[src/rtl/ad5791_dac_writer.sv]
// AD5791 20-bit DAC serial writer: Avalon-ST sample sink that clears and configures
// the DAC after reset, then sends one rounded 24-bit register write plus an LDAC pulse per sample.
module ad5791_dac_writer #(
    parameter int          SCLK_DIV   = 2,
    parameter int          CHANNEL    = 0,
    parameter int          CLR_CYCLES = 16,
    parameter logic [23:0] CTRL_WORD  = 24'h200002
) (
    input  logic        clk,
    input  logic        reset,
    input  logic [23:0] avalon_sink_data,
    input  logic [1:0]  avalon_sink_channel,
    input  logic        avalon_sink_valid,
    output logic        avalon_sink_ready,
    output logic        ad5791_sync_n_out,
    output logic        ad5791_sclk_out,
    output logic        ad5791_mosi_out,
    output logic        ad5791_ldac_n_out,
    output logic        ad5791_clr_n_out,
    output logic        init_done
);

    localparam int              DW        = $clog2(SCLK_DIV + 1);
    localparam int              CW        = $clog2(CLR_CYCLES + 1);
    localparam logic [DW-1:0]   DIV_LAST  = DW'(SCLK_DIV - 1);
    localparam logic [CW-1:0]   CLR_LAST  = CW'(CLR_CYCLES - 1);
    localparam logic [5:0]      HALF_LAST = 6'd49;
    localparam logic [1:0]      MY_CH     = 2'(CHANNEL);

    typedef enum logic [2:0] {
        ST_CLEAR,
        ST_CFG,
        ST_IDLE,
        ST_SHIFT,
        ST_GAP,
        ST_LDAC
    } state_t;

    state_t        state, nxt_state;
    logic [DW-1:0] div_cnt, nxt_div;
    logic [5:0]    half_cnt, nxt_half;
    logic [CW-1:0] clr_cnt, nxt_clr;
    logic [23:0]   shreg, nxt_shreg;
    logic          nxt_init, in_frame;
    logic          nxt_sync_n, nxt_sclk, nxt_mosi, nxt_ldac_n, nxt_clr_n, nxt_ready;
    logic [20:0]   rnd_sum;
    logic [19:0]   rnd_d;
    logic [23:0]   data_frame;

    // Round half up on the dropped nibble; only the positive side can overflow.
    always_comb begin
        rnd_sum    = {avalon_sink_data[23], avalon_sink_data[23:4]} + {20'd0, avalon_sink_data[3]};
        rnd_d      = (rnd_sum[20:19] == 2'b01) ? 20'h7FFFF : rnd_sum[19:0];
        data_frame = {4'b0001, rnd_d};
    end

    // Frame = 50 half-periods of D cycles: 0 setup, 1..48 bit halves (odd = sclk high), 49 hold.
    always_comb begin
        nxt_state = state;
        nxt_div   = div_cnt;
        nxt_half  = half_cnt;
        nxt_clr   = clr_cnt;
        nxt_shreg = shreg;
        nxt_init  = init_done;
        case (state)
            ST_CLEAR: begin
                if (clr_cnt == CLR_LAST) begin
                    nxt_state = ST_CFG;
                    nxt_shreg = CTRL_WORD;
                    nxt_div   = '0;
                    nxt_half  = '0;
                end else begin
                    nxt_clr = clr_cnt + CW'(1);
                end
            end
            ST_CFG, ST_SHIFT: begin
                if (div_cnt == DIV_LAST) begin
                    nxt_div = '0;
                    if (half_cnt == HALF_LAST) begin
                        if (state == ST_CFG) begin
                            nxt_state = ST_IDLE;
                            nxt_init  = 1'b1;
                        end else begin
                            nxt_state = ST_GAP;
                        end
                    end else begin
                        nxt_half = half_cnt + 6'd1;
                        if (!half_cnt[0] && half_cnt != 6'd0)
                            nxt_shreg = {shreg[22:0], 1'b0};
                    end
                end else begin
                    nxt_div = div_cnt + DW'(1);
                end
            end
            ST_IDLE: begin
                if (avalon_sink_valid && avalon_sink_ready && avalon_sink_channel == MY_CH) begin
                    nxt_state = ST_SHIFT;
                    nxt_shreg = data_frame;
                    nxt_div   = '0;
                    nxt_half  = '0;
                end
            end
            ST_GAP: begin
                if (div_cnt == DIV_LAST) begin
                    nxt_div   = '0;
                    nxt_state = ST_LDAC;
                end else begin
                    nxt_div = div_cnt + DW'(1);
                end
            end
            ST_LDAC: begin
                if (div_cnt == DIV_LAST) begin
                    nxt_div   = '0;
                    nxt_state = ST_IDLE;
                end else begin
                    nxt_div = div_cnt + DW'(1);
                end
            end
            default: nxt_state = ST_CLEAR;
        endcase

        in_frame   = (nxt_state == ST_CFG) || (nxt_state == ST_SHIFT);
        nxt_sync_n = !in_frame;
        nxt_sclk   = in_frame && nxt_half[0] && (nxt_half != HALF_LAST);
        nxt_mosi   = in_frame && nxt_shreg[23];
        nxt_ldac_n = (nxt_state != ST_LDAC);
        nxt_clr_n  = (nxt_state != ST_CLEAR);
        nxt_ready  = (nxt_state == ST_IDLE);
    end

    always_ff @(posedge clk) begin
        if (reset) begin
            state             <= ST_CLEAR;
            div_cnt           <= '0;
            half_cnt          <= '0;
            clr_cnt           <= '0;
            shreg             <= '0;
            init_done         <= 1'b0;
            ad5791_sync_n_out <= 1'b1;
            ad5791_sclk_out   <= 1'b0;
            ad5791_mosi_out   <= 1'b0;
            ad5791_ldac_n_out <= 1'b1;
            ad5791_clr_n_out  <= 1'b0;
            avalon_sink_ready <= 1'b0;
        end else begin
            state             <= nxt_state;
            div_cnt           <= nxt_div;
            half_cnt          <= nxt_half;
            clr_cnt           <= nxt_clr;
            shreg             <= nxt_shreg;
            init_done         <= nxt_init;
            ad5791_sync_n_out <= nxt_sync_n;
            ad5791_sclk_out   <= nxt_sclk;
            ad5791_mosi_out   <= nxt_mosi;
            ad5791_ldac_n_out <= nxt_ldac_n;
            ad5791_clr_n_out  <= nxt_clr_n;
            avalon_sink_ready <= nxt_ready;
        end
    end

endmodule

[config.mk]
export PLATFORM = sky130hd
export DESIGN_NAME = ad5791_dac_writer
export DESIGN_NICKNAME = d
export VERILOG_FILES = /design/src/rtl/ad5791_dac_writer.sv
export SDC_FILE = /design/constraint.sdc
export NUM_CORES = 1
export LEC_CHECK = 0
export ABC_AREA = 0
export CORE_UTILIZATION = 59
export CTS_BUF_LIST = sky130_fd_sc_hd__clkbuf_8
export CTS_CLUSTER_SIZE = 12
export DETAILED_ROUTE_END_ITERATION = 12
export PLACE_DENSITY = 0.93
export SYNTH_ARGS = -nofsm -noshare
export SYNTH_HDL_FRONTEND = slang
export SYNTH_SLANG_ARGS = --single-unit
[constraint.sdc]
create_clock -name clk -period 3.8 [get_ports clk]
set_clock_uncertainty 0.15 [all_clocks]
set_input_delay 0.76 -clock clk [delete_from_list [all_inputs] [get_ports clk]]
set_output_delay 0.76 -clock clk [all_outputs]
set_load 0.01 [all_outputs]
==> impl_table.tex <==
\begin{tabular}{lr}
\hline
Metric & Value \\
\hline
\multicolumn{2}{l}{\textbf{Floorplanning}} \\
Chip height & 70.6 um \\
Total Die Area & 0.00498 mm\^{}2 \\
Boundary Pins & 36 \\
Starting Density & 0.625 \\
Standard cell core area & 0.00444 mm\^{}2 \\
Die Span X & 70.6 um \\
Rows & 24 \\
\multicolumn{2}{l}{\textbf{STA}} \\
Upper clock frequency limit & 0.354 GHz \\
Aggregate negative setup slack & 0 ps \\
Final period demand of the worst path & 2820 ps \\
Period Utilization, post-route & 0.743 \\
Unrepaired setup endpoints after global routing & no \\
Pins Over Slew Limit & 0 \\
Worst max-slew margin expressed relative to the limit & 0.338 \\
Slew at the pin closest to its max-slew limit & 990 ps \\
Final setup violation count & 0 \\
Final hold violation count & 0 \\
\multicolumn{2}{l}{\textbf{Cells and area}} \\
Leading cell type in the layout, fill and taps excluded & sky130\_fd\_sc\_hd\_\_dfxtp\_1 \\
Count of antenna diodes in the layout & 0 \\
Growth of design area from synthesis to finish & 14.5\% \\
Highest-count cells in the layout ignoring fill and taps & sky130\_fd\_sc\_hd\_\_dfxtp\_1 (47), sky130\_fd\_sc\_hd\_\_clkdlybuf4s50\_1 (32), sky130\_fd\_sc\_hd\_\_a21oi\_1 (31) \\
Post-route cell area & 0.00318 mm\^{}2 \\
Count of nets after finishing & 397 \\
Share of cells above drive strength 1 & 0.0856 \\
\multicolumn{2}{l}{\textbf{Outcome}} \\
Outcome & finished, violations left \\
Failing checks & DRC \\
\multicolumn{2}{l}{\textbf{Detailed routing}} \\
Post-route antenna net violation count & 0 \\
Initial detailed-routing violation count & between 150 and 200 \\
Total wire length & 6350 um \\
Total vias in the final route & 2617 \\
Count of TritonRoute iterations in the first routing pass & 9 \\
Count of unresolved DRC violations after routing & 2 \\
Detail-routed via count per cell & 6.32 \\
Avg WL per Cell & approximately 15 um \\
\multicolumn{2}{l}{\textbf{Place}} \\
Sum of net half-perimeters after detailed placement & 4390 um \\
Cell area after placement & 0.00306 mm\^{}2 \\
Number of port buffers & 32 \\
Placer Congestion & 0.872 \\
\multicolumn{2}{l}{\textbf{Clock network}} \\
CTS root buffer & sky130\_fd\_sc\_hd\_\_clkbuf\_8 \\
PostCTS Resize Cnt & 0 \\
Clock input transition at the sequential cells of the worst setup and hold paths & 100 ps \\
Buffers inserted by post-CTS timing repair & 0 \\
Later-pin clock latency in the skew report & 310 ps \\
Max Buffers Root-to-Sink & 2 \\
Clock tree from TritonCTS & built \\
Number of buffers created by CTS & 5 \\
Sinks on the clock net & 47 \\
Cts hold-fix bufs & 0 \\
H-tree lvl count & 2 \\
\multicolumn{2}{l}{\textbf{Synthesis}} \\
Post-synthesis simple-gate area fraction & 0.283 \\
Fraction of registers with async set or reset after synthesis & 0 \\
Share of the synthesized area in compound gates (AO/OA/AOI/OAI) & 0.230 \\
Gate count after technology mapping & 343 \\
Largest family of logic cells by synthesized area & simple AND/OR/NAND/NOR gates \\
Share of the yosys chip area belonging to registers & 0.339 \\
Fraction of synthesized cell area in xor and xnor cells & 0.0410 \\
Primary FF master, synth & sky130\_fd\_sc\_hd\_\_dfxtp\_1 \\
Post-synth EDFFs & 0 \\
Seq cells post-synth & 47 \\
Mean Syn Cell Area & 8.09 um\^{}2 \\
Distinct cell type count after synthesis & 63 \\
Share of synthesized cell area in full adder, half adder and majority cells & 0.0315 \\
YS warnings & 0 \\
Post-synth net total & 379 \\
Multiplexer share of the synthesized area & 0.0149 \\
Cell area after synthesis & around 0.0028 mm\^{}2 \\
\multicolumn{2}{l}{\textbf{Global route}} \\
Pin count of the biggest net entering global routing & 24 \\
Number of global-route vias before repair & $\sim$2400 \\
First-pass GRT wire length & approximately 11000 um \\
Total global routing track utilization & 0.272 \\
Number of antenna violations at the first check in global routing & 0 \\
Global route total overflow & 0 \\
\multicolumn{2}{l}{\textbf{Setup path}} \\
Ordered cell list for the critical path & clkdlybuf4s50\_1 -> and4bb\_2 -> nand3\_2 -> nor2\_1 -> o221ai\_1 -> o21ai\_0 \\
Reg-to-reg critical path startpoint & clr\_cnt[0] \\
Critical path launch point type & input port \\
Critical path data arrival time & 2920 ps \\
Largest fanout of any net on the critical path & 18 \\
CP endpoint kind & flip-flop \\
Critical path's slowest cell & sky130\_fd\_sc\_hd\_\_nor2\_1 \\
Worst setup path category & in2reg \\
Maximum cell stage delay along the critical path & 800 ps \\
Endpoint required time on the critical path & 3890 ps \\
First element of the critical path & avalon\_sink\_valid \\
\multicolumn{2}{l}{\textbf{Pwr}} \\
Worst IR Drop VDD & 0.238 mV \\
P per Cell Area & between 200 and 300 mW/mm\^{}2 \\
Final Total Pwr & 0.952 mW \\
Leakage power & 1.15 nW \\
\multicolumn{2}{l}{\textbf{Job}} \\
Number of maximum-capacitance violations & 0 \\
\multicolumn{2}{l}{\textbf{Hold path}} \\
Worst min path class & reg2reg \\
Hold Crit Start & shreg[0] \\
\hline
\end{tabular}
[Yosys cell counts, drive strengths merged (2+ instances only)]
master / number / area share
and3: 24 / 0.054
xnor2: 9 / 0.028
buf: 16 / 0.034
nand3: 17 / 0.034
ha: 7 / 0.032
o22ai: 2 / 0.0045
nor2b: 3 / 0.0095
or3b: 2 / 0.0063
nand4b: 2 / 0.0063
o221ai: 5 / 0.016
and4: 4 / 0.014
a311oi: 3 / 0.012
clkbuf: 9 / 0.013
nor2: 27 / 0.042
a21oi: 32 / 0.059
dfxtp: 47 / 0.34
nand2: 25 / 0.035
nor4: 2 / 0.0099
o211ai: 2 / 0.0054
a211oi: 3 / 0.0081
mux2i: 3 / 0.011
a21o: 2 / 0.0059
a31oi: 6 / 0.014
nand4: 9 / 0.025
nand4bb: 2 / 0.0081
xor2: 4 / 0.013
inv: 11 / 0.015
and2: 6 / 0.014
o21ai: 38 / 0.068
nor3: 5 / 0.011
[stage by stage]
stage | instances | setup slack (ps) | utilization | hold slack (ps)
6_report | 414 | 978 | 0.715 | 320
5_1_grt | 414 | 809 | 0.715 | 336
4_1_cts | 414 | 959 | 0.715 | 320
3_5_place_dp | 406 | 651 | 0.689 | 304
3_3_place_gp | 406 | 708 | 0.689 | 289
2_1_floorplan | 343 | 1610 | - | 282
[flip-flops by register name, summed over array words and instances (netlist names)]
signal,flops
ad5791_clr_n_out,1
ad5791_ldac_n_out,1
ad5791_mosi_out,1
ad5791_sclk_out,1
ad5791_sync_n_out,1
avalon_sink_ready,1
clr_cnt,5
div_cnt,2
half_cnt,6
init_done,1
shreg,24
state,3
[path summary, 6_finish.rpt]
path	cells after the start	to	slack, ps
setup / recovery	6	shreg[14]	980
setup reg to reg	8	shreg[19]	1080
hold / removal	2	shreg[0]	320
hold reg to reg	2	shreg[0]	320
[kinds of logic (layout without fill, tap and decap cells)]
logic type	count (synthesis)	in the layout
multiplexers	4	4
adder cells (fa/ha/maj)	7	7
AND/OR/NAND/NOR	133	133
buffers and inverters	36	55
AO/OA/AOI/OAI	103	103
XOR/XNOR	13	13
flip-flops	47	47
[power breakdown]
part / leakage (nW) / internal (mW) / switching, mW
clock network: 0.0548 / 0.198 / 0.187
logic: 0.717 / 0.0378 / 0.0316
registers: 0.379 / 0.495 / 0.00228
[area by class of cell]
| cell class | instances | area [um^2] |
|---|---|---|
| multi-input cells | 260 | 1670 |
| fillers | 341 | 1270 |
| flip-flops and latches | 47 | 941 |
| repair buffers | 36 | 350 |
| clock buffers | 5 | 68.8 |
| well taps | 52 | 65.1 |
| clock inverters | 3 | 46.3 |
| inverters | 11 | 41.3 |
[critical path: cells and delay by family]
kind / cells / cell delay, ps
and+or+nand+nor: 3 / 1200
AOI/OAI and AO/OA: 2 / 450
buffers and inverters: 1 / 490
[routing by layer]
metal,part of all wire,track usage,vias up
met5,0,0,-
met4,0.013,0.0844,0
met3,0.059,0.0570,8
met2,0.49,0.449,90
met1,0.44,0.360,1229
li1,-,-,1290
No activity file was read; power rests on OpenSTA's default activity.
